--- config.mk ---
export PLATFORM = sky130hd
export DESIGN_NAME = match_ctrl
export DESIGN_NICKNAME = d
export VERILOG_FILES = /design/src/rtl/match_ctrl.sv
export SDC_FILE = /design/constraint.sdc
export NUM_CORES = 1
export LEC_CHECK = 0
export CORE_MARGIN = 1
export CORE_UTILIZATION = 40
export CTS_CLUSTER_SIZE = 10
export DETAILED_ROUTE_END_ITERATION = 10
export GPL_TIMING_DRIVEN = 0
export REMOVE_ABC_BUFFERS = 1
export SYNTH_ARGS = -nofsm -noshare
export SYNTH_HDL_FRONTEND = slang
export SYNTH_SLANG_ARGS = --single-unit
--- constraint.sdc ---
create_clock -name clk_ctl -period 5 [get_ports clk_ctl]
set_input_delay 1.5 -clock clk_ctl [delete_from_list [all_inputs] [get_ports clk_ctl]]
set_output_delay 1.5 -clock clk_ctl [all_outputs]
set_load 0.005 [all_outputs]
--- src/rtl/match_ctrl.sv ---
// Scoreboard match clock: debounced start/pause and clear buttons, 1 Hz prescaler, MATCH_MIN:00 countdown.
// Optional expiry blink is built only when MATCH_CTRL_BLINK_EN is defined; otherwise blink is tied low.
module match_ctrl #(
   parameter int TICK_DIV   = 25000000,
   parameter int DEB_CYCLES = 250000,
   parameter int MATCH_MIN  = 5,
   parameter int BLINK_DIV  = 6250000
) (
   input  logic       clk_ctl,
   input  logic       rst_ctl,
   input  logic       btn_start_ctl,
   input  logic       btn_clear_ctl,
   output logic [3:0] sec_digit,
   output logic [2:0] dec_digit,
   output logic [3:0] min_digit,
   output logic       running,
   output logic       expired,
   output logic       blink
);

   localparam int NBTN      = 2;
   localparam int PW        = $clog2(TICK_DIV);
   localparam int DW        = (DEB_CYCLES > 1) ? $clog2(DEB_CYCLES) : 1;
   localparam bit START_EXP = (MATCH_MIN == 32'sd0);

   typedef enum logic [1:0] {
      ST_IDLE    = 2'd0,
      ST_RUN     = 2'd1,
      ST_PAUSE   = 2'd2,
      ST_EXPIRED = 2'd3
   } state_t;

   state_t          state_r;
   logic [PW-1:0]   presc_r;
   logic [1:0]      raw_s;
   logic [1:0]      sync1_r;
   logic [1:0]      sync2_r;
   logic [1:0]      deb_r;
   logic [1:0]      deb_d_r;
   logic [1:0]      pulse_r;
   logic [DW-1:0]   deb_cnt_r [NBTN];
   logic            start_p_s;
   logic            clear_p_s;
   logic            tick_s;
   logic            zero_s;
   logic            enter_exp_s;
   logic [3:0]      sec_dn_s;
   logic [2:0]      dec_dn_s;
   logic [3:0]      min_dn_s;

   // bit 0 is start/pause, bit 1 is clear
   assign raw_s     = {btn_clear_ctl, btn_start_ctl};
   assign start_p_s = pulse_r[0];
   assign clear_p_s = pulse_r[1];

   // Synchronise, debounce and edge-detect both buttons
   always_ff @(posedge clk_ctl or posedge rst_ctl) begin
      if (rst_ctl) begin
         sync1_r <= 2'b00;
         sync2_r <= 2'b00;
         deb_r   <= 2'b00;
         deb_d_r <= 2'b00;
         pulse_r <= 2'b00;
         for (int b = 0; b < NBTN; b++) begin
            deb_cnt_r[b] <= {DW{1'b0}};
         end
      end else begin
         sync1_r <= raw_s;
         sync2_r <= sync1_r;
         deb_d_r <= deb_r;
         pulse_r <= deb_r & ~deb_d_r;
         // the count only runs while the synchronised level disagrees with the accepted one
         for (int b = 0; b < NBTN; b++) begin
            if (sync2_r[b] == deb_r[b]) begin
               deb_cnt_r[b] <= {DW{1'b0}};
            end else if (deb_cnt_r[b] == DW'(DEB_CYCLES - 1)) begin
               deb_r[b]     <= sync2_r[b];
               deb_cnt_r[b] <= {DW{1'b0}};
            end else begin
               deb_cnt_r[b] <= deb_cnt_r[b] + DW'(1);
            end
         end
      end
   end

   // Tick detect, one-second decrement and expiry entry
   always_comb begin
      tick_s      = (state_r == ST_RUN) && (presc_r == PW'(TICK_DIV - 1));
      sec_dn_s    = 4'd0;
      dec_dn_s    = 3'd0;
      min_dn_s    = 4'd0;
      if (sec_digit != 4'd0) begin
         sec_dn_s = sec_digit - 4'd1;
         dec_dn_s = dec_digit;
         min_dn_s = min_digit;
      end else if (dec_digit != 3'd0) begin
         sec_dn_s = 4'd9;
         dec_dn_s = dec_digit - 3'd1;
         min_dn_s = min_digit;
      end else if (min_digit != 4'd0) begin
         sec_dn_s = 4'd9;
         dec_dn_s = 3'd5;
         min_dn_s = min_digit - 4'd1;
      end else begin
         sec_dn_s = 4'd0;
         dec_dn_s = 3'd0;
         min_dn_s = 4'd0;
      end
      zero_s      = (sec_dn_s == 4'd0) && (dec_dn_s == 3'd0) && (min_dn_s == 4'd0);
      enter_exp_s = !clear_p_s &&
                    (((state_r == ST_IDLE) && start_p_s && START_EXP) || (tick_s && zero_s));
   end

   // Match state machine with prescaler, digits and status outputs
   always_ff @(posedge clk_ctl or posedge rst_ctl) begin
      if (rst_ctl) begin
         state_r   <= ST_IDLE;
         presc_r   <= {PW{1'b0}};
         min_digit <= 4'(MATCH_MIN);
         dec_digit <= 3'd0;
         sec_digit <= 4'd0;
         running   <= 1'b0;
         expired   <= 1'b0;
      end else if (clear_p_s) begin
         state_r   <= ST_IDLE;
         presc_r   <= {PW{1'b0}};
         min_digit <= 4'(MATCH_MIN);
         dec_digit <= 3'd0;
         sec_digit <= 4'd0;
         running   <= 1'b0;
         expired   <= 1'b0;
      end else begin
         case (state_r)
            ST_IDLE: begin
               if (start_p_s) begin
                  if (enter_exp_s) begin
                     state_r <= ST_EXPIRED;
                     expired <= 1'b1;
                  end else begin
                     state_r <= ST_RUN;
                     running <= 1'b1;
                  end
               end
            end
            ST_RUN: begin
               presc_r <= tick_s ? {PW{1'b0}} : presc_r + PW'(1);
               // a tick reaching 0:00 overrides a coincident pause request
               if (tick_s) begin
                  sec_digit <= sec_dn_s;
                  dec_digit <= dec_dn_s;
                  min_digit <= min_dn_s;
                  if (zero_s) begin
                     state_r <= ST_EXPIRED;
                     running <= 1'b0;
                     expired <= 1'b1;
                  end else if (start_p_s) begin
                     state_r <= ST_PAUSE;
                     running <= 1'b0;
                  end
               end else if (start_p_s) begin
                  state_r <= ST_PAUSE;
                  running <= 1'b0;
               end
            end
            ST_PAUSE: begin
               if (start_p_s) begin
                  state_r <= ST_RUN;
                  running <= 1'b1;
               end
            end
            ST_EXPIRED: begin
               running <= 1'b0;
               expired <= 1'b1;
            end
            default: begin
               state_r <= ST_IDLE;
               running <= 1'b0;
               expired <= 1'b0;
            end
         endcase
      end
   end

`ifdef MATCH_CTRL_BLINK_EN
   localparam int BW = (BLINK_DIV > 1) ? $clog2(BLINK_DIV) : 1;
   logic [BW-1:0] blink_cnt_r;

   // Expiry blink: starts lit on entry, toggles on every counter wrap
   always_ff @(posedge clk_ctl or posedge rst_ctl) begin
      if (rst_ctl) begin
         blink       <= 1'b0;
         blink_cnt_r <= {BW{1'b0}};
      end else if (clear_p_s) begin
         blink       <= 1'b0;
         blink_cnt_r <= {BW{1'b0}};
      end else if (enter_exp_s) begin
         blink       <= 1'b1;
         blink_cnt_r <= {BW{1'b0}};
      end else if (state_r == ST_EXPIRED) begin
         if (blink_cnt_r == BW'(BLINK_DIV - 1)) begin
            blink       <= ~blink;
            blink_cnt_r <= {BW{1'b0}};
         end else begin
            blink_cnt_r <= blink_cnt_r + BW'(1);
         end
      end else begin
         blink       <= 1'b0;
         blink_cnt_r <= {BW{1'b0}};
      end
   end
`else
   assign blink = 1'b0;
`endif

endmodule

Word-level counts from Yosys, hierarchy flattened. Cells that the tools add are included.

Memory bits (read-only): 0. Bits of input ports: 4. Register bits: 86. Memories kept: 0. Bits in latches: 0. RAM bits: 0.

Multiplexer cells: 47. Reduce and logical (&&, ||, !) cells: 23. $mul: 0. Shift operators: 0. Add/subtract/negate cells: 6. Bitwise logic cells: 4. Divide/modulo/power cells: 0. Order comparisons: 0. Equal/unequal tests: 14.

Operators with widths (count): two-way mux 25 bit (3); two-way mux 18 bit (4); two-way mux 4 bit (12); adder 18 x 1 -> 18 bit (second input constant) (2); == test 18 bit (second input constant) (2); adder 25 x 1 -> 25 bit (second input constant) (1); == test 25 bit (second input constant) (1); two-way mux 3 bit (6); inequality test 3 bit (second input constant) (6); nonzero test 4 bit (4); two-way mux 2 bit (7); two-way mux 1 bit (12); zero test 4 bit (2); subtractor 4 x 1 -> 4 bit (second input constant) (2); case mux 2 bit (3 select lines) (1); AND reduction 2 bit (3); AND reduction 3 bit (2); logical AND 1 bit (5); AND reduction 5 bit (1); == test 2 bit (second input constant) (2); case mux 1 bit (4 select lines) (1); nonzero test 2 bit (2); zero test 3 bit (1); case mux 1 bit (3 select lines) (1); 9 further kinds (11).

Longest topological paths before layout.
Depth after elaboration: 13. Depth in mapped cells: 9. Depth with buffers taken out: 7.

Worst setup path after synthesis. Ideal clock, no wire load.

Path kind: register to register. Start point: register sec_digit[0]. End point: register running. Cell stages (with the launch flop): 8. Arrival time: 1.951 ns. Clock period less this slack: 2.082 ns. Path buffers: 0. Setup slack: 2.918 ns. Path through: dfrtp_1 > inv_1 > ha_1 > nor3b_4 > nor3b_1 > o21a_2 > a31oi_1 > or3_1.

Word-level cells in the longest chain between the ends: 9. Elaborated cells between the ends (all ways): 18. Classes of those cells: add/sub (1); eq/ne (1); mux (7); reduce/logical (9).

RTL lines: start: declaration (RTL line 13) `output logic [3:0] sec_digit,`; start signal: assignment (RTL line 149) `sec_digit <= sec_dn_s;`; subtractor 4 x 1 -> 4 bit or nonzero test 4 bit (tied branches) (RTL line 93, 92); two-way mux 4 bit or two-way mux 3 bit (tied branches) (RTL line 92) `if (sec_digit != 4'd0) begin`; zero test 4 bit or zero test 3 bit (tied branches) (RTL line 109) `zero_s = (sec_dn_s == 4'd0) && (dec_dn_s == 3'd0) && (min_dn_s == 4'd0);`; logical AND 1 bit (RTL line 109); logical AND 1 bit * (RTL line 109); two-way mux 1 bit or logical AND 1 bit (tied branches) (RTL line 152, 111); two-way mux 1 bit or logical AND 1 bit (tied branches) (RTL line 148, 110); case mux 1 bit (4 select lines) or inequality test 3 bit (tied branches); two-way mux 1 bit or AND reduction 3 bit (tied branches); end signal: assignment (RTL line 122) `running <= 1'b0;`; end signal: assignment (RTL line 130) `running <= 1'b0;`; end signal: assignment (RTL line 154) `running <= 1'b0;`; end: declaration (RTL line 16) `output logic running,`.

Every way passes the cells marked *; elsewhere a longest branch is shown, timed or not. A chain may end at the register's enable or synchronous reset.

Final worst setup path.
Start point: register min_digit[0]. End point: output port min_digit[0].

RTL lines: start: declaration (RTL line 15) `output logic [3:0] min_digit,`; start signal: assignment (RTL line 119) `min_digit <= 4'(MATCH_MIN);`; start signal: assignment (RTL line 127) `min_digit <= 4'(MATCH_MIN);`; start signal: assignment (RTL line 151) `min_digit <= min_dn_s;`.

No word-level cell between the ends.

==> flow_summary.toml <==
[global_route]
grt_first_pass_wirelength_um = 15500
grt_overflow_total = 0
met3_usage = 0.0341
antenna_found_initial = 0
grt_use_met1 = 0.214
track_usage = 0.165
grt_max_degree = 56
met2_usage = 0.271
grt.busiest_layer = "met2"
grt_pass1_vias = 3359

[clocking]
ctsHoldBuffers = 0
clkLatencyLatePin_ns = 0.34
clockBufferDepth = 2
ctsHtreeMaxLevel = 3
ctsResizeCount = 0
path_clk_slew_ns = 0.06
cts_buffers = 9
root_buffer = "clkbuf_16"
cts_sinks = 86
post_cts.repair.setup_buffers = 0
cts_tree = "yes"

[yosys]
synth_ff_type = "dfrtp_1"
synth_top_family_by_area = "simple AND/OR/NAND/NOR gates"
synth_common_cells = "84 x dfrtp_1, 66 x nor2_1, 31 x nand2_1, 27 x xnor2_1, 25 x nand3_1"
syn_area_um2 = 4570
synth_compound_area_frac = 0.0946
synth-seq-area-share = 0.471
synth_seq_cells = 86
yosysTopAreaCell = "dfrtp_1"
synthSimpleGateAreaFrac = 0.253
synth_adder_area_share = 0.0246
yosysWarningCount = 0
async_reset_ff_frac = 1.00
synthTopCellsByArea = "dfrtp_1 46%, nor2_1 5.4%, xnor2_1 5.2%, xor2_1 3.4%, nand3_1 2.7%"
synth_mux_area_frac = 0.0271
synth_enable_flop_cells = 0
yosysTopAreaCellShare = 0.460
synth_area_per_cell_um2 = 9.73
yosysUniqueCellTypes = 60
synth_cells = 470
yosys.cell_count.top_type = "dfrtp_1"
synth-xor-area-share = 0.0862

[power_and_ir_drop]
power.leakage_nw = 2.14
power_density_nw_per_um2 = 284
vdd_drop_max_v = 0.000249

[place]
port_buffers = 16
placed_area_um2 = 4820
dp_slack_ns = 2.20
gp_congestion = 0.769
dp_hpwl_um = 5720

[critical_path]
regToRegEndpoint = "presc_r[24]$_DFFE_PP0N_"
cp_slowest_cell = "dfstp_2"
regToRegStartpoint = "state_r[1]$_DFFE_PP0P_"
crit_buf_inv = 1
critical_path_class = "reg2out"
worstPathMaxFanout = 7
worstSetupEndpointType = "output port"
r2r_slack_ns = 2.17
cpPeakStageDelay_ns = 0.59
worst_r2r_path_depth = 7
cp.required_ns = 3.50
critical-path-top-delay-family = "flip-flops"
start_kind = "flip-flop"
crit_chain = "clkdlybuf4s50_1"
crit_arrival_ns = 1.44

[floorplan]
die_w_um = 109
initial_utilization = 0.416
die_h_um = 109
io_pins = 18
coreArea_um2 = 11000
die-area_um2 = 11900
std_cell_rows = 38

[cells_and_area]
drive_gt1_frac = 0.0868
layout.nets = 492
final_area_um2 = 5140
area_growth_pct = 12.4
insertedDiodeCount = 0

[worst_hold_path]
whs_path_depth = 0
hold_end = "sync2_r[1]$_DFF_PP0_"
hold_class = "reg2reg"
worstHoldStart = "sync1_r[1]$_DFF_PP0_"

[drt]
wl_per_cell_um = 13.9
drtIter0Drc = 137
vias = 3380
vias_per_cell = 5.42
drc = 0
antenna_left = 0
wl_um = 8680
dr.pass1.iters = 4

[sta]
hold_violations = 0
rsz0062_at_grt = "false"
fin_crit_ns = 2.94
fin_crit_sh = 0.588
relSlewSlack = 0.125
slew_viol_final = 0
whs_ns = 0.358
fin_skew_ns = 0.00752
fin_ws_ns = 2.06
worst_pin_slew_ns = 1.31
setup-violations-final = 0
timing.fmax_ghz = 0.340

[run_status]
status = "complete, no violations"

[run]
maxCapViolCount = 0
[report_power, final]
group          internal (mW)  leakage [nW]  switching, mW
clock                  0.453         0.160          0.273
sequential             0.701          1.18        0.00453
combinational        0.00859         0.801         0.0219
total                   1.16          2.14          0.300
[placed cells by master (no fill, tap or decap), types with 10 or more instances in the layout]
cell / netlist / final
nor4_1: 12 / 12
nor3_1: 10 / 10
nand2_1: 31 / 31
nand4_1: 20 / 20
inv_1: 20 / 19
dfrtp_1: 84 / 84
a21oi_1: 24 / 24
nor2_1: 66 / 66
nand3_1: 25 / 25
clkdlybuf4s50_1: 0 / 16
xor2_1: 18 / 18
xnor2_1: 27 / 27
[routing by layer]
layer,wire length (um),up-vias
li1,-,1666
met1,4180,1657
met2,4110,43
met3,248,14
met4,136,0
met5,0,-
[registers in the layout, summed over array words and instances, names as in the netlist]
signal,count
deb_cnt_r,36
presc_r,25
min_digit,4
sec_digit,4
dec_digit,3
deb_d_r,2
deb_r,2
pulse_r,2
state_r,2
sync1_r,2
sync2_r,2
expired,1
running,1
[worst max path at each step]
stage,start,endpoint,slack [ns],cells after the start
final,min_digit[0]$_DFFE_PP1P_,min_digit[0],2.06,1
after detailed placement,state_r[1]$_DFFE_PP0P_,presc_r[16]$_DFFE_PP0N_,2.20,7
after CTS,min_digit[0]$_DFFE_PP1P_,min_digit[0],2.04,1
after global routing,state_r[1]$_DFFE_PP0P_,presc_r[24]$_DFFE_PP0N_,1.94,7
after floorplan,rst_ctl,deb_cnt_r[0]$_DFF_PP0_,1.28,1
after global placement,rst_ctl,sec_digit[3]$_DFFE_PP0P_,-0.14,2
[area by class of cell]
class | instances | area [um^2]
multi-input cells | 345 | 2220
flip-flops and latches | 86 | 2150
fillers | 1023 | 5840
well taps | 140 | 175
inverters | 20 | 77.6
clock buffers | 11 | 243
repair buffers | 17 | 188
clock inverters | 5 | 82.6
[metrics by stage]
step / std cells / TNS, ns / total power [mW] / utilization
finish: 624 / 0 / 1.46 / 0.468
global route: 624 / 0 / 1.52 / 0.468
CTS: 624 / 0 / 1.49 / 0.468
detailed placement: 608 / 0 / 0.751 / 0.439
global placement: 607 / -11.01 / 0.747 / 0.436
floorplan: 451 / 0 / 0.738 / -
[cell families after synthesis]
kind of cell             after synthesis
adder cells (fa/ha/maj)                9
XOR/XNOR                              45
multiplexers                          12
flip-flops                            86
AND/OR/NAND/NOR                      218
other                                  1
buffers and inverters                 39
AO/OA/AOI/OAI                         60
(Power assumes the default switching activity.)
